==> src/rtl/gate_test_sequencer.sv <==
`default_nettype none
// ============================================================================
// Module   : gate_test_sequencer
// Purpose  : Walks a 2-input gate through vectors 00,01,10,11 and compares
//            each settled output against a latched expected truth table.
// Revision : 1.0  initial release
// ============================================================================
module gate_test_sequencer #(
  parameter int SETTLE_CYCLES = 2
) (
  input  logic       clk,
  input  logic       rst_n,
  input  logic       start,
  input  logic       abort,
  input  logic [3:0] exp_tt,
  input  logic       gate_out,
  output logic       gate_a,
  output logic       gate_b,
  output logic       busy,
  output logic       done,
  output logic       pass,
  output logic [3:0] fail_mask
);

  typedef enum logic [1:0] {
    ST_IDLE   = 2'd0,
    ST_SETTLE = 2'd1,
    ST_SAMPLE = 2'd2,
    ST_DONE   = 2'd3
  } state_t;

  localparam logic [7:0] c_settle_load = 8'(SETTLE_CYCLES);

  state_t     r_state,      w_state;
  logic [1:0] r_vec_idx,    w_vec_idx;
  logic [7:0] r_settle_cnt, w_settle_cnt;
  logic [3:0] r_exp_tt,     w_exp_tt;
  logic       r_gate_a,     w_gate_a;
  logic       r_gate_b,     w_gate_b;
  logic       r_pass,       w_pass;
  logic [3:0] r_fail_mask,  w_fail_mask;

  logic [1:0] w_vec_inc;
  logic [3:0] w_vec_bit;
  logic       w_mismatch;
  logic [3:0] w_mask_upd;

  assign w_vec_inc  = r_vec_idx + 2'd1;
  assign w_vec_bit  = 4'b0001 << r_vec_idx;
  assign w_mismatch = (gate_out != r_exp_tt[r_vec_idx]);
  // Mask including the vector being sampled this cycle, so DONE sees the final result
  assign w_mask_upd = w_mismatch ? (r_fail_mask | w_vec_bit) : r_fail_mask;

  always_ff @(posedge clk or negedge rst_n) begin
    if (!rst_n) begin
      r_state      <= ST_IDLE;
      r_vec_idx    <= 2'd0;
      r_settle_cnt <= 8'd0;
      r_exp_tt     <= 4'd0;
      r_gate_a     <= 1'b0;
      r_gate_b     <= 1'b0;
      r_pass       <= 1'b0;
      r_fail_mask  <= 4'd0;
    end else begin
      r_state      <= w_state;
      r_vec_idx    <= w_vec_idx;
      r_settle_cnt <= w_settle_cnt;
      r_exp_tt     <= w_exp_tt;
      r_gate_a     <= w_gate_a;
      r_gate_b     <= w_gate_b;
      r_pass       <= w_pass;
      r_fail_mask  <= w_fail_mask;
    end
  end

  always_comb begin
    w_state      = r_state;
    w_vec_idx    = r_vec_idx;
    w_settle_cnt = r_settle_cnt;
    w_exp_tt     = r_exp_tt;
    w_gate_a     = r_gate_a;
    w_gate_b     = r_gate_b;
    w_pass       = r_pass;
    w_fail_mask  = r_fail_mask;

    if (abort) begin
      // Abort wins everywhere, including over a simultaneous start in IDLE
      w_state      = ST_IDLE;
      w_vec_idx    = 2'd0;
      w_settle_cnt = 8'd0;
      w_gate_a     = 1'b0;
      w_gate_b     = 1'b0;
      w_pass       = 1'b0;
      w_fail_mask  = 4'd0;
    end else begin
      case (r_state)
        ST_IDLE: begin
          if (start) begin
            w_state      = ST_SETTLE;
            w_exp_tt     = exp_tt;
            w_pass       = 1'b0;
            w_fail_mask  = 4'd0;
            w_vec_idx    = 2'd0;
            w_gate_a     = 1'b0;
            w_gate_b     = 1'b0;
            w_settle_cnt = c_settle_load;
          end
        end
        ST_SETTLE: begin
          if (r_settle_cnt == 8'd0) begin
            w_state = ST_SAMPLE;
          end else begin
            w_settle_cnt = r_settle_cnt - 8'd1;
          end
        end
        ST_SAMPLE: begin
          w_fail_mask = w_mask_upd;
          if (r_vec_idx == 2'd3) begin
            w_state  = ST_DONE;
            w_pass   = (w_mask_upd == 4'd0);
            w_gate_a = 1'b0;
            w_gate_b = 1'b0;
          end else begin
            w_state      = ST_SETTLE;
            w_vec_idx    = w_vec_inc;
            w_gate_a     = w_vec_inc[1];
            w_gate_b     = w_vec_inc[0];
            w_settle_cnt = c_settle_load;
          end
        end
        ST_DONE: begin
          w_state = ST_IDLE;
        end
        default: begin
          w_state = ST_IDLE;
        end
      endcase
    end
  end

  assign gate_a    = r_gate_a;
  assign gate_b    = r_gate_b;
  assign busy      = (r_state != ST_IDLE);
  assign done      = (r_state == ST_DONE);
  assign pass      = r_pass;
  assign fail_mask = r_fail_mask;

endmodule
`default_nettype wire

==> config.mk <==
export PLATFORM = sky130hd
export DESIGN_NAME = gate_test_sequencer
export DESIGN_NICKNAME = d
export VERILOG_FILES = /design/src/rtl/gate_test_sequencer.sv
export SDC_FILE = /design/constraint.sdc
export NUM_CORES = 1
export LEC_CHECK = 0
export BUFFER_PORTS_ARGS = -buffer_cell sky130_fd_sc_hd__buf_2
export CORE_UTILIZATION = 40
export CTS_CLUSTER_DIAMETER = 30
export DETAILED_ROUTE_END_ITERATION = 10
export GPL_TIMING_DRIVEN = 1
export RECOVER_POWER = 50
export SLEW_MARGIN = 20
export SYNTH_ARGS = -nofsm -noshare
export SYNTH_HDL_FRONTEND = slang
export SYNTH_SLANG_ARGS = --single-unit
==> constraint.sdc <==
create_clock -name clk -period 2.9 [get_ports clk]
set_clock_uncertainty 0.15 [all_clocks]
set_input_delay 0.145 -clock clk [delete_from_list [all_inputs] [get_ports clk]]
set_output_delay 0.145 -clock clk [all_outputs]
set_load 0.03 [all_outputs]
==> metrics list <==
- Data on the critical path is required at its endpoint by 2960 ps.
- Post-synthesis to final-layout area growth: 12.6%
- The final layout contains routed wiring with a total length of 2590 µm.
- Of the cells placed in the final design, the portion with a size suffix greater than 1 is 0.176.
* Final critical-path required period: 2050 ps
- In the final timing run, aggregate negative setup slack is 0 ps.
* Die height: 60.2 µm
* Fmax achieved: 487 MHz
- The via count of the first global-routing pass was 1005.
* Number of filler cells placed in the layout: 302
* Run status: finished clean
* Boundary pin count: 18
* Slowest-stage cell, CP: sky130_fd_sc_hd__a31oi_4
* Worst min-delay path startpoint: abort
- The count of pins over their slew limit was 0.
- Dividing the final minimum period by the clock period gives 0.708.
- The path with the worst hold slack has its endpoint at gate_a$_DFFE_PN0P_.
- Synth async-reset ratio: 1.00
- Setup Viol. Count Final: 0
- STA puts the critical path data arrival time at 2110 ps.
- The floorplan has 20 rows.
- Antenna diode count: 0
* Number of instances in the synthesized netlist: 132
- LEAKAGE: 0.693 nW
- Biggest cell delay along the critical path: 520 ps
- The later pin in the worst-skew pair is clocked with a latency of 310 ps.
- TritonCTS buffer count: 3
- In this run the critical register-to-register path is captured at r_settle_cnt[2]$_DFFE_PN0P_.
- Number of nets in the final layout: 169
- Worst Tran Pin Value: 1250 ps
* Global-route wire length before repair: 4510 µm
- Min Hold Slack: 9.31 ps
* Seq/Total Area, Yosys: 0.425
* Residual DRC count: 0
- In the synthesized netlist the dominant register cell turns out to be sky130_fd_sc_hd__dfrtp_1.
- Ordered cell list for the critical path: ha_1, nand2_1, a31oi_4, a21boi_0, mux2i_1
- Depth of the CTS H-tree: 1
* Power density normalized to cell area: 863 nW/µm²
- Entering global routing, the biggest net connects 24 pins.
* Average routed wire per standard cell: 13.1 µm
- Number of enable-type register cells in the synthesized netlist: 0
- Maximum Capacitance Violations: 0
- Number of nets with antenna violations after detailed routing: 0
- Port Buffer Count: 17
- Across all layers, the routed design uses 1026 vias.
- The clock passes through at most 2 buffers.
- Initial cell density of the core: 0.433
- Ys Warns: 0
* Net count after synthesis: 147
* Worst path buffer plus inverter count: 0
* Clk sink count: 23
- Setup repair after global routing left no endpoint under its margin.
- The worst setup path is captured at a flip-flop.
* Maximum resistive drop on vdd: 418 µV
- Worst hold-check path type: in2reg
- Violation count after the first detailed-route iteration: 31
- In this run, synthesis produced a sequential element count of 23.
* Cell depth of the worst setup path: 5
* Dpl hpwl: 1930 µm
* Reg clk slew, reported paths: 130 ps
- Synthesized area per cell: 10.3 µm²
- In this design, the largest share of critical-path delay is due to compound AO/OA/AOI/OAI gates.
- In this run the cell area of the synthesized design comes to 1360 µm².
- TritonCTS clock tree: built
* Root Buffer Master: sky130_fd_sc_hd__clkbuf_4
- WS Path Type: reg2reg
- The first detailed-routing pass ran for 4 iterations.
* Chip Width: 60.2 µm
* Netlist cell types: 39
- Post_cts resized: 0
- Source of the critical timing path: r_vec_idx[1]$_DFFE_PN0P_
- Count of endpoints failing hold in the final timing report: 0
* Number of antenna violations at the first check in global routing: 0
- The worst hold path passes through 2 cells.
* Global-route congestion overflow total: 0
- R2R setup slack: 850 ps
- For this run, the total global-route usage over all layers was measured as 0.168.
- Type of origin of the critical path: flip-flop
* Reg2reg start: r_vec_idx[1]$_DFFE_PN0P_
- Area enclosed by the die boundary: 3620 µm²
- The worst pin sits at a relative slew slack of 0.167.
- The congestion estimate from routability-driven global placement came to 0.761.
* Maximum fanout count along the critical path: 22
- Routed via count divided by cell count: 5.21
- Floorplan core area: 3130 µm²
- For the worst flop-to-flop path, the logic depth is 5.
==> sequential cells by signal (all words and copies together) (netlist names) <==
| name | flops |
|---|---|
| r_vec_idx | 2 |
| gate_b | 1 |
| gate_a | 1 |
| r_exp_tt | 4 |
| r_state | 2 |
| fail_mask | 4 |
| r_settle_cnt | 8 |
| pass | 1 |
==> what timing repair did <==
item	in CTS	in global routing
buffers inserted	0	0
hold endpoints to repair	28	0
hold buffers	6	0
==> synth_stat cells, drive strengths merged (3+ instances only) <==
cell | count | area (µm²)
a31oi | 4 | 40.0
a21oi | 4 | 20.0
dfrtp | 23 | 576
mux2 | 4 | 45.0
nor3 | 7 | 35.0
nor2 | 11 | 41.3
mux2i | 7 | 70.1
inv | 7 | 26.3
ha | 6 | 75.1
nand2b | 6 | 37.5
nand3 | 3 | 15.0
a22o | 4 | 35.0
nand2 | 15 | 56.3
buf | 4 | 37.5
==> report_power, final <==
part	switching (W)	leakage, nW	total (W)	internal (W)
Combinational	0.000344	0.373	0.000635	0.000291
Clock	0.0000975	0.0150	0.000151	0.0000537
Sequential	0.000113	0.305	0.000530	0.000417
==> final cells by class <==
cell class	count	area (µm²)	share of cell area
well taps	44	55.1	0.0361
repair buffers	23	139	0.0911
clock buffers	4	26.3	0.0172
flip-flops and latches	23	576	0.377
inverters	7	26.3	0.0172
multi-input cells	96	703	0.461
==> through the flow <==
step           utilization  power [W]  cells  area [µm²]  setup slack (ps)
6_report             0.488    0.00132    197        1530               846
5_1_grt              0.488    0.00143    197        1530               644
4_1_cts              0.490    0.00133    197        1530               830
3_5_place_dp         0.462    0.00117    187        1450               833
3_3_place_gp         0.462    0.00115    187        1450               912
2_1_floorplan            -    0.00108    132        1360              1070
==> cells by family (layout without fill, tap and decap cells) <==
| family | count (synthesis) | after routing | share of synthesized area |
|---|---|---|---|
| simple gates | 50 | 50 | 0.184 |
| compound gates | 25 | 25 | 0.153 |
| flops | 23 | 23 | 0.425 |
| buf+inv | 13 | 34 | 0.0563 |
| mux | 12 | 12 | 0.102 |
| fa+ha+maj | 6 | 6 | 0.0554 |
| xor+xnor | 3 | 3 | 0.0249 |
==> routing by layer <==
metal	share of wire	GRT usage	up-vias
li1	-	-	514
met1	0.50	0.228	490
met2	0.46	0.261	20
met3	0.029	0.0260	2
met4	0.0081	0.0764	0
met5	0	0	-
==> worst max path at each step <==
| stage | end |
|---|---|
| detailed placement | r_settle_cnt[2]$_DFFE_PN0P_ |
| global route | r_settle_cnt[2]$_DFFE_PN0P_ |
| floorplan | r_settle_cnt[5]$_DFFE_PN0P_ |
| global placement | r_settle_cnt[2]$_DFFE_PN0P_ |
| CTS | r_settle_cnt[2]$_DFFE_PN0P_ |
| finish | r_settle_cnt[2]$_DFFE_PN0P_ |
==> layout by cell type, fill, tap and decap left out <==
master                          instances
sky130_fd_sc_hd__xor2_1                 2
sky130_fd_sc_hd__and3_1                 1
sky130_fd_sc_hd__mux2i_1                7
sky130_fd_sc_hd__o211ai_1               1
sky130_fd_sc_hd__or3_1                  1
sky130_fd_sc_hd__nor4_2                 1
sky130_fd_sc_hd__a21oi_1                4
sky130_fd_sc_hd__nor3_1                 7
sky130_fd_sc_hd__a311o_2                1
sky130_fd_sc_hd__xnor2_2                1
sky130_fd_sc_hd__a31oi_1                3
sky130_fd_sc_hd__a31o_2                 1
sky130_fd_sc_hd__o31ai_1                2
sky130_fd_sc_hd__a21o_1                 2
sky130_fd_sc_hd__nand3b_1               2
sky130_fd_sc_hd__mux2_2                 4
sky130_fd_sc_hd__a32oi_1                1
sky130_fd_sc_hd__a21boi_0               1
sky130_fd_sc_hd__clkbuf_4               3
sky130_fd_sc_hd__nand2_1               15
sky130_fd_sc_hd__o21ai_0                1
sky130_fd_sc_hd__ha_1                   6
sky130_fd_sc_hd__buf_2                 12
sky130_fd_sc_hd__nand3_1                3
sky130_fd_sc_hd__nor4_1                 1
sky130_fd_sc_hd__dlygate4sd3_1          6
sky130_fd_sc_hd__mux4_2                 1
sky130_fd_sc_hd__or2_2                  1
sky130_fd_sc_hd__o41ai_1                1
sky130_fd_sc_hd__a31oi_4                1
sky130_fd_sc_hd__nand2b_1               6
sky130_fd_sc_hd__dfrtp_1               23
sky130_fd_sc_hd__inv_1                  7
sky130_fd_sc_hd__a311o_1                1
sky130_fd_sc_hd__nand4bb_1              1
sky130_fd_sc_hd__a22o_1                 4
sky130_fd_sc_hd__nor2_1                11
sky130_fd_sc_hd__a2111oi_2              1
sky130_fd_sc_hd__clkbuf_1               6
(Power assumes the default switching activity.)
